===== config.mk =====
export PLATFORM = sky130hd
export DESIGN_NAME = systolic_drain
export DESIGN_NICKNAME = d
export VERILOG_FILES = /design/src/rtl/systolic_pkg.sv /design/src/rtl/drain_lane.sv /design/src/rtl/systolic_drain.sv
export SDC_FILE = /design/constraint.sdc
export NUM_CORES = 1
export LEC_CHECK = 0
export CAP_MARGIN = 20
export CORE_UTILIZATION = 47
export CTS_BUF_LIST = sky130_fd_sc_hd__clkbuf_8 sky130_fd_sc_hd__clkbuf_16
export CTS_CLUSTER_DIAMETER = 40
export DETAILED_ROUTE_END_ITERATION = 12
export HOLD_SLACK_MARGIN = 0.12
export PLACE_DENSITY_LB_ADDON = 0.05
export SYNTH_ARGS = -nofsm -noshare
export SYNTH_HDL_FRONTEND = slang
export SYNTH_SLANG_ARGS = --single-unit

===== constraint.sdc =====
create_clock -name i_clk -period 2.44 [get_ports i_clk]
set_clock_uncertainty 0.2 [all_clocks]
set_input_delay 0.732 -clock i_clk [delete_from_list [all_inputs] [get_ports i_clk]]
set_output_delay 0.732 -clock i_clk [all_outputs]
set_load 0.05 [all_outputs]

===== src/rtl/systolic_pkg.sv =====
// Shared definitions for the systolic matmul control/result paths:
// default sizes, FSM state encoding and the row-major flat packing helper.
package systolic_pkg;

   localparam int W_DEF = 16;
   localparam int N_DEF = 3;

   typedef enum logic [1:0] {
      ST_IDLE    = 2'd0,
      ST_COLLECT = 2'd1,
      ST_HOLD    = 2'd2
   } state_t;

   // LSB of element (r,c) in an n x n matrix of w-bit elements, (0,0) at the MSB
   function automatic int elem_lsb(input int r, input int c, input int n, input int w);
      return w * (n*n - 1 - (r*n + c));
   endfunction

endpackage


===== src/rtl/drain_lane.sv =====
// One column lane of the result drain: tracks how many rows this column has
// delivered, derives the destination row (bottom row emerges first) and flags
// completion and over-delivery.
module drain_lane #(
   parameter int N  = 3,
   parameter int KW = $clog2(N+1)
) (
   input  logic          i_clk,
   input  logic          i_rst_n,
   input  logic          i_clr,      // restart: forget all delivered rows
   input  logic          i_collect,  // beats are accepted this cycle
   input  logic          i_vld,
   output logic          o_we,
   output logic [KW-1:0] o_row,
   output logic          o_done,     // column complete after this cycle's update
   output logic          o_ovf
);

   logic [KW-1:0] r_k;
   logic          w_full;

   assign w_full = (r_k == KW'(N));
   assign o_we   = i_collect & i_vld & ~w_full;
   assign o_ovf  = i_collect & i_vld &  w_full;
   assign o_row  = KW'(N-1) - r_k;
   assign o_done = w_full | (o_we & (r_k == KW'(N-1)));

   // Per-lane beat counter; clear wins over a same-cycle beat
   always_ff @(posedge i_clk) begin
      if (!i_rst_n)   r_k <= '0;
      else if (i_clr) r_k <= '0;
      else if (o_we)  r_k <= r_k + KW'(1);
   end

endmodule


===== src/rtl/systolic_drain.sv =====
// Result drain for the N x N output-stationary systolic array: gathers the
// skewed per-column result stream into a row-major C matrix and presents it
// with a valid/ready handshake.
// Optional: define SYSTOLIC_DRAIN_TIMEOUT_EN to abort a COLLECT phase that
// lasts TIMEOUT cycles without completing.
module systolic_drain
   import systolic_pkg::*;
#(
   parameter int W       = W_DEF,
   parameter int N       = N_DEF,
   parameter int TIMEOUT = 64
) (
   input  logic             i_clk,
   input  logic             i_rst_n,
   input  logic             i_start,
   input  logic [N-1:0]     i_lane_vld,
   input  logic [W*N-1:0]   i_lane_data,
   output logic             o_lane_rdy,
   output logic [W*N*N-1:0] o_C,
   output logic             o_C_vld,
   input  logic             i_C_rdy,
   output logic             o_err,
   output logic             o_busy
);

   localparam int KW = $clog2(N+1);

   state_t             r_state;
   logic [W*N*N-1:0]   r_C;
   logic               r_C_vld;
   logic               r_lane_rdy;
   logic               r_err;
   logic               r_busy;

   logic               w_collect;
   logic               w_clr;
   logic [N-1:0]       w_we;
   logic [N-1:0]       w_done;
   logic [N-1:0]       w_ovf;
   logic [N-1:0][KW-1:0] w_row;

   // A start pulse in COLLECT is a restart, so beats that cycle are dropped
   assign w_collect = (r_state == ST_COLLECT) & ~i_start;
   assign w_clr     = i_start & ((r_state == ST_IDLE) | (r_state == ST_COLLECT));

   for (genvar j = 0; j < N; j++) begin : g_lane
      drain_lane #(.N(N), .KW(KW)) u_lane (
         .i_clk     (i_clk),
         .i_rst_n   (i_rst_n),
         .i_clr     (w_clr),
         .i_collect (w_collect),
         .i_vld     (i_lane_vld[j]),
         .o_we      (w_we[j]),
         .o_row     (w_row[j]),
         .o_done    (w_done[j]),
         .o_ovf     (w_ovf[j])
      );
   end

`ifdef SYSTOLIC_DRAIN_TIMEOUT_EN
   localparam int TW = $clog2(TIMEOUT+1);
   logic [TW-1:0] r_tmr;
`endif

   // Control FSM, matrix bank and sticky error, all with registered outputs
   always_ff @(posedge i_clk) begin
      if (!i_rst_n) begin
         r_state    <= ST_IDLE;
         r_C        <= '0;
         r_C_vld    <= 1'b0;
         r_lane_rdy <= 1'b0;
         r_err      <= 1'b0;
         r_busy     <= 1'b0;
`ifdef SYSTOLIC_DRAIN_TIMEOUT_EN
         r_tmr      <= '0;
`endif
      end else begin
         case (r_state)
            ST_IDLE: begin
               if (|i_lane_vld) r_err <= 1'b1;
               if (i_start) begin
                  r_state    <= ST_COLLECT;
                  r_C        <= '0;
                  r_lane_rdy <= 1'b1;
                  r_busy     <= 1'b1;
`ifdef SYSTOLIC_DRAIN_TIMEOUT_EN
                  r_tmr      <= '0;
`endif
               end
            end
            ST_COLLECT: begin
               if (i_start) begin
                  r_err <= 1'b1;
                  r_C   <= '0;
`ifdef SYSTOLIC_DRAIN_TIMEOUT_EN
                  r_tmr <= '0;
`endif
               end else begin
                  for (int j = 0; j < N; j++)
                     for (int r = 0; r < N; r++)
                        if (w_we[j] && (w_row[j] == KW'(r)))
                           r_C[elem_lsb(r, j, N, W) +: W] <= i_lane_data[W*j +: W];
                  if (|w_ovf) r_err <= 1'b1;
                  if (&w_done) begin
                     r_state    <= ST_HOLD;
                     r_C_vld    <= 1'b1;
                     r_lane_rdy <= 1'b0;
                  end
`ifdef SYSTOLIC_DRAIN_TIMEOUT_EN
                  // Partial matrix is left in place, never flagged valid
                  else if (r_tmr == TW'(TIMEOUT-1)) begin
                     r_state    <= ST_IDLE;
                     r_err      <= 1'b1;
                     r_lane_rdy <= 1'b0;
                     r_busy     <= 1'b0;
                  end else begin
                     r_tmr <= r_tmr + TW'(1);
                  end
`endif
               end
            end
            ST_HOLD: begin
               if (|i_lane_vld) r_err <= 1'b1;
               if (i_C_rdy) begin
                  r_state <= ST_IDLE;
                  r_C_vld <= 1'b0;
                  r_busy  <= 1'b0;
               end
            end
            default: begin
               r_state    <= ST_IDLE;
               r_C_vld    <= 1'b0;
               r_lane_rdy <= 1'b0;
               r_busy     <= 1'b0;
            end
         endcase
      end
   end

   assign o_C        = r_C;
   assign o_C_vld    = r_C_vld;
   assign o_lane_rdy = r_lane_rdy;
   assign o_err      = r_err;
   assign o_busy     = r_busy;

endmodule


==> results.yml <==
outcome:
  outcome: "completed"
die:
  rows: 42
  die_h_um: 120
  core_um2: 13400
  num_io_pins: 203
  fp.dieW_um: 120
  start_util: 0.488
  die_area_um2: 14400
drt:
  wirelength_um: 17600
  dr.pass1.iters: 5
  via_per_inst: 5.38
  first_iter_violations: 448
  num_vias: 6018
  ant_nets: 0
  wl_per_cell_um: 15.8
  drc_errors: 0
synthesis:
  yosys_register_bits: 156
  synth.net_count: 800
  synth_area_um2: 6540
  ys_types: 38
  avgSynthCellArea_um2: 8.92
  synth_xor_area_frac: 0.00402
  yosysWarningCount: 0
  netlist_instances: 733
  synth_top_cell_area_share: 0.478
  synth_top_area_cell: "dfxtp_1"
  synth-compound-area-share: 0.211
  synthMuxAreaShare: 0.00306
  synth-async-reset-ratio: 0
  synthSimpleGateAreaFrac: 0.224
  ys_seq_area_frac: 0.478
  synth_top_family_by_area: "simple AND/OR/NAND/NOR gates"
  yosys_most_used_dff: "dfxtp_1"
  synth_fa_ha_area_frac: 0.0230
  synth.area.top_cells: "dfxtp_1 (48%), nand3_1 (11%), a21boi_1 (9.2%), nand2_1 (7.6%), a21boi_0 (7.5%)"
  synth_edf_count: 0
global_route:
  grt_pass1_vias: 5615
  grtUsageTotal: 0.249
  grt_pass1_wl_um: 28200
  overflow: 0
  grt_max_degree: 64
  antenna_found_initial: 0
worst_setup_path:
  critPathCapture: "o_C[17]"
  path_max_fanout: 16
  r2r-end: "o_C[17]"
  timing.critical_path.from: "i_start"
  r2r_cells: 6
  r2r_slack_ns: 0.42
  rr_startpoint: "r_state[0]"
  critPathArrivalTime_ns: 2.41
  endpoint_kind: "flop"
  critPathRequiredTime_ns: 2.56
  critPathLaunchType: "primary input"
  crit_type: "primary input to flop"
clock_network:
  root_buffer: "clkbuf_16"
  post_cts_buffers: 0
  clock_latency_ns: 0.42
  cts_tree: "yes"
  clk_path_buf_depth: 2
  clk_pin_slew_ns: 0.06
  cts_buffers: 17
  cts_sinks: 156
  h-tree-depth: 4
final_layout:
  antenna_cells: 0
  drive_gt1_frac: 0.127
  nets: 996
  layout_commonest_cell: "dfxtp_1"
  final_cells: 1118
  regArea_um2: 3120
  final_cell_mix: "dfxtp_1 (156), nand3_1 (147), nand2_1 (133)"
  design_area_um2: 9260
  multi_input_area_um2: 3040
  area_growth_pct: 41.6
  fillers: 1102
sta:
  fin_crit_ns: 2.29
  rsz0062_at_grt: "no"
  max_freq_mhz: 437
  min_period_over_period: 0.938
  slew_headroom: 0.645
  hold_viol_final: 0
  setup_violations: 0
  tightest_slew_ns: 0.535
  maxSlewViolCount: 0
placement:
  dpl-instance-area_um2: 8790
  dpl.cell_count: 1086
  detailed_place_hpwl_um: 12600
  gp_congestion: 0.821
  port_buffers: 202
pwr:
  power_density_nw_per_um2: 649
  max-vdd-ir-drop_mv: 0.407
  power.leakage_nw: 3.83
worst_hold_path:
  hp-class: "flop to flop"
run:
  maxCapViolCount: 0
==> kinds of logic after synthesis <==
logic type,Yosys count
compound gates,176
xor+xnor,3
fa+ha+maj,12
buf+inv,70
flops,156
mux,2
simple gates,314
==> metal layers <==
metal | share of wire | wire, um | vias to the layer above | global-route usage
li1 | - | - | 2936 | -
met1 | 0.44 | 7830 | 2877 | 0.306
met2 | 0.49 | 8550 | 185 | 0.419
met3 | 0.053 | 934 | 20 | 0.0632
met4 | 0.017 | 293 | 0 | 0.0883
met5 | 0 | 0 | - | 0
==> repair_timing <==
item | in CTS | in global routing
endpoints found under the setup margin | 106 | 0
resized for setup | 106 | 0
endpoints found under the hold margin | 0 | 0
hold buffers | 0 | 0
==> worst min path at each step <==
stage                                        from                       to  slack, ns  cells past startpoint
after global placement                     o_C[8]                   o_C[8]       0.24                      2
after CTS                                 o_C[62]                  o_C[62]       0.25                      2
final                                     o_C[62]                  o_C[62]       0.24                      2
after global routing                      o_C[57]                  o_C[57]       0.26                      2
after floorplan           g_lane[0].u_lane.r_k[1]  g_lane[0].u_lane.r_k[1]       0.27                      2
after detailed placement                  o_C[62]                  o_C[62]       0.24                      2
==> power breakdown <==
part | switching, mW | leakage, nW | internal [mW]
clock | 0.966 | 0.312 | 1.65
combinational | 0.468 | 2.25 | 0.295
sequential | 0.0306 | 1.26 | 2.60
==> metrics by stage <==
step	utilization	hold WS [ns]	setup WS [ns]	TNS [ns]	power (mW)
after floorplan	-	0.270	0.340	0	3.14
after global placement	0.656	0.236	-0.157	-15.89	3.46
after detailed placement	0.656	0.242	-0.284	-28.52	3.48
after CTS	0.691	0.247	0.136	0	6.06
after global routing	0.691	0.265	0.0420	0	6.23
final	0.691	0.243	0.150	0	6.01
==> area by class of cell <==
type,instances,share of cell area
repair buffers,237,0.241
clock buffers,23,0.0549
flip-flops and latches,156,0.337
inverters,10,0.00405
clock inverters,9,0.0103
multi-input cells,507,0.329
well taps,176,0.0238
==> critical path, stage by stage <==
cell,delay (ns)
clkdlybuf4s50_1,0.47
nor3b_4,0.32
buf_4,0.22
a41o_2,0.23
buf_12,0.15
nand3_1,0.08
a21boi_0,0.22
==> registers in the layout (all words and copies together), names as in the netlist <==
| signal | count |
|---|---|
| o_C | 144 |
| g_lane.u_lane.r_k | 6 |
| r_state | 2 |
| o_C_vld | 1 |
| o_busy | 1 |
| o_err | 1 |
| o_lane_rdy | 1 |
==> Yosys cell counts (4+ instances only) <==
master,n
buf_4,8
ha_1,12
nand2_1,133
clkbuf_1,22
nor2_1,6
a41oi_1,4
dfxtp_1,156
a41o_2,6
a21boi_0,65
a21boi_1,80
buf_6,7
inv_1,10
nand3_1,147
nand2b_1,16
buf_2,23
(Power assumes the default switching activity.)
